[config.mk]
export PLATFORM = sky130hd
export DESIGN_NAME = ps2_scancode_receiver
export DESIGN_NICKNAME = d
export VERILOG_FILES = /design/src/rtl/ps2_scancode_receiver.sv
export SDC_FILE = /design/constraint.sdc
export NUM_CORES = 1
export LEC_CHECK = 0
export BUFFER_PORTS_ARGS = -buffer_cell sky130_fd_sc_hd__buf_2
export CAP_MARGIN = 20
export CORE_ASPECT_RATIO = 1.25
export CORE_MARGIN = 2
export CORE_UTILIZATION = 66
export CTS_CLUSTER_SIZE = 24
export DETAILED_ROUTE_END_ITERATION = 12
export GPL_TIMING_DRIVEN = 0
export PLACE_DENSITY = 0.92
export REMOVE_ABC_BUFFERS = 1
export SLEW_MARGIN = 20
export SYNTH_ARGS = -nofsm -noshare
export SYNTH_HDL_FRONTEND = slang
export SYNTH_SLANG_ARGS = --single-unit
[constraint.sdc]
create_clock -name Clock -period 6.8 [get_ports Clock]
set_input_delay 1.02 -clock Clock [delete_from_list [all_inputs] [get_ports Clock]]
set_output_delay 1.02 -clock Clock [all_outputs]
set_load 0.05 [all_outputs]
[src/rtl/ps2_scancode_receiver.sv]
// ps2_scancode_receiver
//   Receives PS/2 keyboard frames and presents one make code at a time to the game detector.
//   The raw PS/2 clock and data lines are synchronized, and the clock line is glitch-filtered.
//   The block deframes 11-bit frames (start, 8 data bits LSB first, odd parity, stop).
//   E0 prefixes are dropped. An F0 break prefix and the code that follows it are both dropped.
//   Every other code is latched on oData and announced with oKeyboardFlag.
//   The consumer reads oData on the falling edge of oKeyboardFlag.
//
// Build option:
//   PS2_PARITY_CHECK_EN  when defined, a frame with a parity mismatch is dropped and pulses
//                        oFrameError; when undefined the parity bit is captured but ignored.
//
// Ports:
//   Clock           system clock, all logic on posedge
//   Reset           asynchronous, active-high reset
//   iPS2Clock       raw PS/2 clock (asynchronous, idle high)
//   iPS2Data        raw PS/2 data (asynchronous, idle high)
//   iKeyboardReset  downstream request to drop the strobe early (level, sampled on Clock)
//   oData           last accepted make code, bit 0 = first data bit on the wire
//   oKeyboardFlag   high while a new code is pending; falling edge marks oData valid
//   oFrameError     one-cycle pulse on start/stop/parity error or mid-frame timeout
module ps2_scancode_receiver #(
  parameter int unsigned FILTER_LEN     = 4,
  parameter int unsigned TIMEOUT_CYCLES = 5000,
  parameter int unsigned FLAG_HOLD      = 1000
) (
  input  logic       Clock,
  input  logic       Reset,
  input  logic       iPS2Clock,
  input  logic       iPS2Data,
  input  logic       iKeyboardReset,
  output logic [7:0] oData,
  output logic       oKeyboardFlag,
  output logic       oFrameError
);

  localparam int unsigned FiltW = (FILTER_LEN > 1) ? $clog2(FILTER_LEN) : 1;
  localparam int unsigned TimeW = (TIMEOUT_CYCLES > 1) ? $clog2(TIMEOUT_CYCLES) : 1;
  localparam int unsigned HoldW = (FLAG_HOLD > 1) ? $clog2(FLAG_HOLD) : 1;

  localparam logic [7:0] CodeExt   = 8'hE0;
  localparam logic [7:0] CodeBreak = 8'hF0;

  // ---------------------------------------------------------------------------------------------
  // Input synchronizers (reset to the idle-high line level)
  // ---------------------------------------------------------------------------------------------
  logic clk_s1, clk_s2, dat_s1, dat_s2;

  always_ff @(posedge Clock or posedge Reset) begin
    if (Reset) begin
      clk_s1 <= 1'b1;
      clk_s2 <= 1'b1;
      dat_s1 <= 1'b1;
      dat_s2 <= 1'b1;
    end else begin
      clk_s1 <= iPS2Clock;
      clk_s2 <= clk_s1;
      dat_s1 <= iPS2Data;
      dat_s2 <= dat_s1;
    end
  end

  // ---------------------------------------------------------------------------------------------
  // Clock filter: the level flips once FILTER_LEN consecutive samples disagree with it.
  // The fall is flagged in the same cycle the filter accepts the new low level.
  // ---------------------------------------------------------------------------------------------
  logic             filt_level_q;
  logic [FiltW-1:0] filt_cnt_q;
  logic             filt_flip;
  logic             ps2_fall;

  always_comb begin
    filt_flip = (clk_s2 != filt_level_q) && (filt_cnt_q == FiltW'(FILTER_LEN - 1));
    ps2_fall  = filt_flip && filt_level_q;
  end

  always_ff @(posedge Clock or posedge Reset) begin
    if (Reset) begin
      filt_level_q <= 1'b1;
      filt_cnt_q   <= '0;
    end else if (clk_s2 == filt_level_q) begin
      filt_cnt_q <= '0;
    end else if (filt_flip) begin
      filt_level_q <= clk_s2;
      filt_cnt_q   <= '0;
    end else begin
      filt_cnt_q <= filt_cnt_q + 1'b1;
    end
  end

  // ---------------------------------------------------------------------------------------------
  // Frame FSM
  // ---------------------------------------------------------------------------------------------
  typedef enum logic [1:0] {StIdle, StData, StParity, StStop} state_e;

  state_e           state_q;
  logic [2:0]       bit_cnt_q;
  logic [7:0]       shreg_q;
  logic             parity_q;
  logic [TimeW-1:0] tmo_cnt_q;
  logic             code_valid_q;
  logic [7:0]       code_q;
  logic             frame_err_q;
  logic             frame_ok;

  always_comb begin
`ifdef PS2_PARITY_CHECK_EN
    frame_ok = dat_s2 && (^{shreg_q, parity_q});
`else
    frame_ok = dat_s2;
`endif
  end

  always_ff @(posedge Clock or posedge Reset) begin
    if (Reset) begin
      state_q      <= StIdle;
      bit_cnt_q    <= '0;
      shreg_q      <= '0;
      parity_q     <= 1'b0;
      tmo_cnt_q    <= '0;
      code_valid_q <= 1'b0;
      code_q       <= '0;
      frame_err_q  <= 1'b0;
    end else begin
      code_valid_q <= 1'b0;
      frame_err_q  <= 1'b0;
      if (ps2_fall) begin
        tmo_cnt_q <= '0;
        unique case (state_q)
          StIdle: begin
            if (!dat_s2) begin
              state_q   <= StData;
              bit_cnt_q <= '0;
            end else begin
              frame_err_q <= 1'b1;
            end
          end
          StData: begin
            shreg_q[bit_cnt_q] <= dat_s2;
            bit_cnt_q          <= bit_cnt_q + 1'b1;
            if (bit_cnt_q == 3'd7) state_q <= StParity;
          end
          StParity: begin
            parity_q <= dat_s2;
            state_q  <= StStop;
          end
          StStop: begin
            if (frame_ok) begin
              code_valid_q <= 1'b1;
              code_q       <= shreg_q;
            end else begin
              frame_err_q <= 1'b1;
            end
            state_q <= StIdle;
          end
          default: state_q <= StIdle;
        endcase
      end else if (state_q != StIdle) begin
        // PS/2 clock stalled mid-frame: abandon the partial frame
        if (tmo_cnt_q == TimeW'(TIMEOUT_CYCLES - 1)) begin
          state_q     <= StIdle;
          tmo_cnt_q   <= '0;
          frame_err_q <= 1'b1;
        end else begin
          tmo_cnt_q <= tmo_cnt_q + 1'b1;
        end
      end
    end
  end

  // ---------------------------------------------------------------------------------------------
  // Code filtering and strobe generation
  // ---------------------------------------------------------------------------------------------
  logic             break_q;
  logic             pend_q;
  logic [7:0]       pend_code_q;
  logic [7:0]       data_q;
  logic             flag_q;
  logic [HoldW-1:0] hold_q;
  logic             accept;

  always_comb begin
    accept = code_valid_q && (code_q != CodeExt) && (code_q != CodeBreak) && !break_q;
  end

  always_ff @(posedge Clock or posedge Reset) begin
    if (Reset) begin
      break_q     <= 1'b0;
      pend_q      <= 1'b0;
      pend_code_q <= '0;
      data_q      <= '0;
      flag_q      <= 1'b0;
      hold_q      <= '0;
    end else begin
      pend_q <= 1'b0;

      if (code_valid_q) begin
        if (code_q == CodeBreak) begin
          break_q <= 1'b1;
        end else if (code_q != CodeExt) begin
          break_q <= 1'b0;
        end
      end

      if (pend_q) begin
        data_q <= pend_code_q;
        flag_q <= 1'b1;
        hold_q <= '0;
      end else if (accept) begin
        if (flag_q) begin
          // Force one low cycle so the consumer sees a falling edge for the old code
          flag_q      <= 1'b0;
          pend_q      <= 1'b1;
          pend_code_q <= code_q;
        end else begin
          data_q <= code_q;
          flag_q <= 1'b1;
          hold_q <= '0;
        end
      end else if (flag_q) begin
        if (iKeyboardReset || (hold_q == HoldW'(FLAG_HOLD - 1))) begin
          flag_q <= 1'b0;
        end else begin
          hold_q <= hold_q + 1'b1;
        end
      end
    end
  end

  assign oData         = data_q;
  assign oKeyboardFlag = flag_q;
  assign oFrameError   = frame_err_q;

endmodule

== Yosys cells after proc, flatten, opt, wreduce, memory -nomap -nowiden ==
Cells that the tools add are included.

* Register bits: 72
* Word-level logic and storage cells: 112

* $add $sub $neg: 4
* Order comparisons: 2
* Equality and inequality tests: 18
* Mux-type cells: 42
* Bitwise gates (word level): 2
* Reduce and logical (&&, ||, !) cells: 25

{| class="wikitable"
|+ Operators by type and width
! operator !! number
|-
| 2-to-1 mux 10 bit || 5
|-
| 2-to-1 mux 13 bit || 3
|-
| 2-to-1 mux 8 bit || 3
|-
| 2-to-1 mux 1 bit || 18
|-
| != test 8 bit (second input constant) || 2
|-
| 2-to-1 mux 2 bit || 7
|-
| adder 13 x 1 -> 13 bit (second input constant) || 1
|-
| == test 13 bit (second input constant) || 1
|-
| != test 3 bit (second input constant) || 4
|-
| AND reduction 3 bit || 4
|-
| nonzero test 2 bit || 6
|-
| adder 10 x 1 -> 10 bit (second input constant) || 1
|-
| == test 10 bit (second input constant) || 1
|-
| bitwise mux 8 bit || 1
|-
| == test 8 bit (second input constant) || 1
|-
| one-hot mux 2 bit (4 select lines) || 1
|-
| AND reduction 2 bit || 4
|-
| == test 2 bit (second input constant) || 3
|-
| logical AND 1 bit || 6
|-
| one-hot mux 3 bit (2 select lines) || 1
|-
| < comparator 3 x 4 -> 1 bit (second input constant) || 1
|-
| != test 2 bit (second input constant) || 2
|-
| AND reduction 4 bit || 1
|-
| adder 3 x 1 -> 3 bit (second input constant) || 1
|-
| other kinds (14) || 15
|}

== Longest topological paths before layout ==
* Word-level depth: 6
* Depth in mapped cells: 7
* Depth with buffers taken out: 6

== Worst setup path after synthesis ==
OpenSTA, ideal clock, no wires.

* Path type: input to register
* Start point: input iKeyboardReset
* End point: register hold_q[3]
* Setup time: 69 ps
* Arrival time: 1980 ps
* Setup slack: 4751 ps
* Cell stages on the path: 4
* Path through: nor2b_1 > o31ai_1 > or4_1 > nand3_1

* Word-level cells in the longest chain between the ends: 3

{| class="wikitable"
|+ RTL lines
! item !! RTL line !! RTL
|-
| start: declaration || 31 || <nowiki>input logic iKeyboardReset,</nowiki>
|-
| logical OR 1 bit || 221 || <nowiki>if (iKeyboardReset || (hold_q == HoldW'(FLAG_HOLD - 1))) begin</nowiki>
|-
| != test 3 bit (no line) || -- ||
|-
| AND reduction 3 bit (no line) || -- ||
|-
| end signal: assignment || 224 || <nowiki>hold_q <= hold_q + 1'b1;</nowiki>
|-
| end: declaration || 179 || <nowiki>logic [HoldW-1:0] hold_q;</nowiki>
|}

Every way passes these cells.
A chain may end at the register's enable or synchronous reset.

== Final worst setup path ==
* Start point: register code_q[0]
* End point: register hold_q[0]

* Word-level cells in the longest chain between the ends: 6
* Elaborated cells between the ends (all ways): 11
* Classes of those cells: eq/ne (4); mux (2); reduce/logical (5)

{| class="wikitable"
|+ RTL lines
! item !! RTL line !! RTL
|-
| start: declaration || 102 || <nowiki>logic [7:0] code_q;</nowiki>
|-
| start signal: assignment || 150 || <nowiki>code_q <= shreg_q;</nowiki>
|-
| != test 8 bit || 183 || <nowiki>accept = code_valid_q && (code_q != CodeExt) && (code_q != CodeBreak) && !break_q;</nowiki>
|-
| logical AND 1 bit || 183 ||
|-
| logical AND 1 bit (*) (2 in series) || 183 ||
|-
| != test 3 bit (no line) (tied with other cells) || -- ||
|-
| AND reduction 3 bit (no line) / 2-to-1 mux 10 bit (equally long branches) || -- ||
|}

Mark *: on every way between the ends. The rest lies on a longest branch, timed or not.

==> out/metrics.cfg <==
[synth]
yosys.area_share.simple_pct = 17.6
yosysMostFrequentCell = dfrtp_1
synth_compound_area_share_pct = 9.72
synth_top_family_by_area = simple AND/OR/NAND/NOR gates
ys.warnings.count = 0
synth_adder_area_share_pct = 3.26
ys_seq_area_share_pct = 52.4
netlist_top_cells_count = dfrtp_1 (67), nand2_1 (43), mux2_2 (34)
synth_area_um2 = 3450
synth_xor_area_share_pct = 2.29
synth_ff_type = dfrtp_1
ys_async_sr_fraction_pct = 100
synthCells = 313
synth.area.top_cells = dfrtp_1 (49%), mux2_2 (11%), nand2_1 (4.7%)
synth_top_cell_by_area = dfrtp_1
synth.avg_cell_area_um2 = 11.0
muxShareOfSynthArea_pct = 11.7
yosysUniqueCellTypes = 48
yosysTopAreaCellShare_pct = 48.6
synth_edf_count = 0
ys_ff_latch = 72

[drt]
wl_per_cell_um = 16.5
drtPass1Iterations = 4
vias = 2420
drc = 0
ant_nets = 0
first_iter_violations = 192
viasPerCell = 6.13
drt_wl_total_um = 6520

[die]
dieArea_um2 = 5820
die_x_um = 68.7
ios = 15
chipHeight_um = 84.8
start_util_pct = 68.4
coreArea_um2 = 5040
std_cell_rows = 29

[sta]
timing.hold.ws_ns = 0.360
period_share_pct = 39.3
max_clock_freq_mhz = 374
rsz0062_at_grt = no
fin_tns_setup_ns = 0
slew_violations = 0
max-slew-margin-rel_pct = 39.3
period_minus_slack_ns = 2.67
skew_ns = 0.0129
setup-violations-final = 0
finalHoldViolations = 0
worstMarginPinSlew_ns = 0.906

[clock_tree]
holdBufCountCts = 0
cts-resized-gates = 0
cts_made_buffers = 9
cts_tree = yes
cts.sinks = 72
postCtsSetupBuffers = 0
insertion_delay_ns = 0.35
cts_buffer_depth = 2
htree_levels = 3
cts.clk_slew.worst_paths_ns = 0.08
clockRootBuffer = clkbuf_8

[critical_path]
cp.arrival_ns = 2.90
crit_path_start_kind = flop
worst_ep_required_time_ns = 7.03
critPathMaxFanout = 16
cp-end-kind = flop
criticalPathCategory = reg2reg

[power]
p_leak_nw = 1.80
p_clk_share_pct = 38.6
irDropWorstVdd_mv = 0.272
switchingPower_mw = 0.266
pwr-share-seq_pct = 49.3
swShare_pct = 26.8
p_comb_share_pct = 12.0
p_int_mw = 0.724
power_density_nw_per_um2 = 261

[cells_and_area]
nFillCells = 325
design_area_um2 = 3800
area_growth_pct = 10.1
antenna_cells = 0
utilization_pct = 75.3
fin_nets = 342
drive_above_1_share_pct = 22.8

[grt]
overflow = 0
antenna_found_initial = 0
grt.total_usage_pct = 26.5
grt_pass1_vias = 2475
grt_max_degree = 43
grt_pass1_wl_um = 11300

[worst_hold_path]
min_path_type = reg2reg

[job]
maxCapViolations = 0

[place]
place_area_um2 = 3570
io_buffers = 14
hpwlAfterDp_um = 4290
gp_congestion = 0.783

[run_status]
status = finished clean

==> path summary, 6_finish.rpt <==
path,cells after the start,to,start,slack [ns]
worst max register to register,5,hold_q[0]$_DFFE_PP0P_,code_q[0]$_DFFE_PP0P_,4.13
worst max-delay path,5,hold_q[0]$_DFFE_PP0P_,code_q[0]$_DFFE_PP0P_,4.13
max in group asynchronous,3,dat_s2$_DFF_PP1_,Reset,5.54
worst min-delay path,0,dat_s2$_DFF_PP1_,dat_s1$_DFF_PP1_,0.36
min in group asynchronous,2,tmo_cnt_q[1]$_DFFE_PP0N_,Reset,0.66
worst min register to register,0,dat_s2$_DFF_PP1_,dat_s1$_DFF_PP1_,0.36
==> layer usage <==
metal  GRT usage, %  part of all wire (%)  up-vias
met2           43.9                    52       47
met5              0                     0        -
li1               -                     -     1156
met4           13.3                   3.3        0
met3           6.50                   2.9       19
met1           31.2                    42     1198
==> cell usage in the layout (no fill, tap or decap), types with 2 or more instances in the layout <==
master and instances:
clkinv_4 2, a211oi_1 5, o211ai_1 6, nor2b_1 3
buf_2 14, nor3b_1 3, nor2_1 14, o21ai_0 7
nor3_1 4, nand4_1 3, nand4b_1 3, or3_1 5
a22o_1 2, inv_1 13, clkbuf_8 10, o31ai_1 2
and3_1 7, dfrtp_1 67, mux2_2 34, dfstp_2 5
nand2b_1 3, bufinv_16 2, ha_1 9, clkinvlp_4 2
nor4_1 2, nand3_1 11, or4_1 4, xnor2_1 9
nand3b_1 4, nand2_1 43, a2111oi_0 2, a21oi_1 11
mux2i_1 2
==> logic make-up after synthesis <==
family	Yosys count
AND/OR/NAND/NOR	115
flip-flops	72
AO/OA/AOI/OAI	47
multiplexers	36
buffers and inverters	25
XOR/XNOR	9
adder cells (fa/ha/maj)	9
==> metrics by stage <==
| step | power [mW] | std cells | setup slack [ns] |
|---|---|---|---|
| finish | 0.990 | 395 | 4.13 |
| global route | 1.04 | 395 | 3.85 |
| CTS | 0.998 | 395 | 4.16 |
| detailed placement | 0.612 | 379 | 4.18 |
| global placement | 0.600 | 378 | 3.21 |
| floorplan | 0.581 | 302 | 3.96 |
==> registers in the layout, summed over array words and instances, names as in the netlist <==
| signal | cells |
|---|---|
| bit_cnt_q | 3 |
| hold_q | 10 |
| dat_s2 | 1 |
| code_valid_q | 1 |
| code_q | 8 |
| break_q | 1 |
| clk_s2 | 1 |
| oFrameError | 1 |
| pend_q | 1 |
| oKeyboardFlag | 1 |
| dat_s1 | 1 |
| filt_level_q | 1 |
| tmo_cnt_q | 13 |
| shreg_q | 8 |
| pend_code_q | 8 |
| oData | 8 |
| filt_cnt_q | 2 |
| clk_s1 | 1 |
| state_q | 2 |
==> final cells by class <==
cell class                 count  area [um2]  area share, %
clock buffer                  10         138           3.62
timing repair buffer          15        90.1           2.37
multi-input combinational    216        1540           40.5
sequential                    72        1810           47.6
inverter                      14        55.1           1.45
clock inverter                 6        92.6           2.44
tap                           62        77.6           2.04
==> worst max-delay path, stage by stage, from the launching register on <==
cell      delay (ns)
dfrtp_1         0.43
or3_1           0.42
o211ai_1        0.74
inv_1           0.50
a21oi_1         0.35
mux2i_1         0.12
==> power by group through the flow <==
| stage | Combinational (mW) | Clock (mW) | Sequential (mW) |
|---|---|---|---|
| floorplan | 0.0922 | 0 | 0.488 |
| global placement | 0.108 | 0 | 0.492 |
| detailed placement | 0.117 | 0 | 0.495 |
| CTS | 0.120 | 0.389 | 0.489 |
| global route | 0.136 | 0.408 | 0.494 |
| finish | 0.119 | 0.383 | 0.488 |
Note: power is estimated with default switching activity, not from simulation.
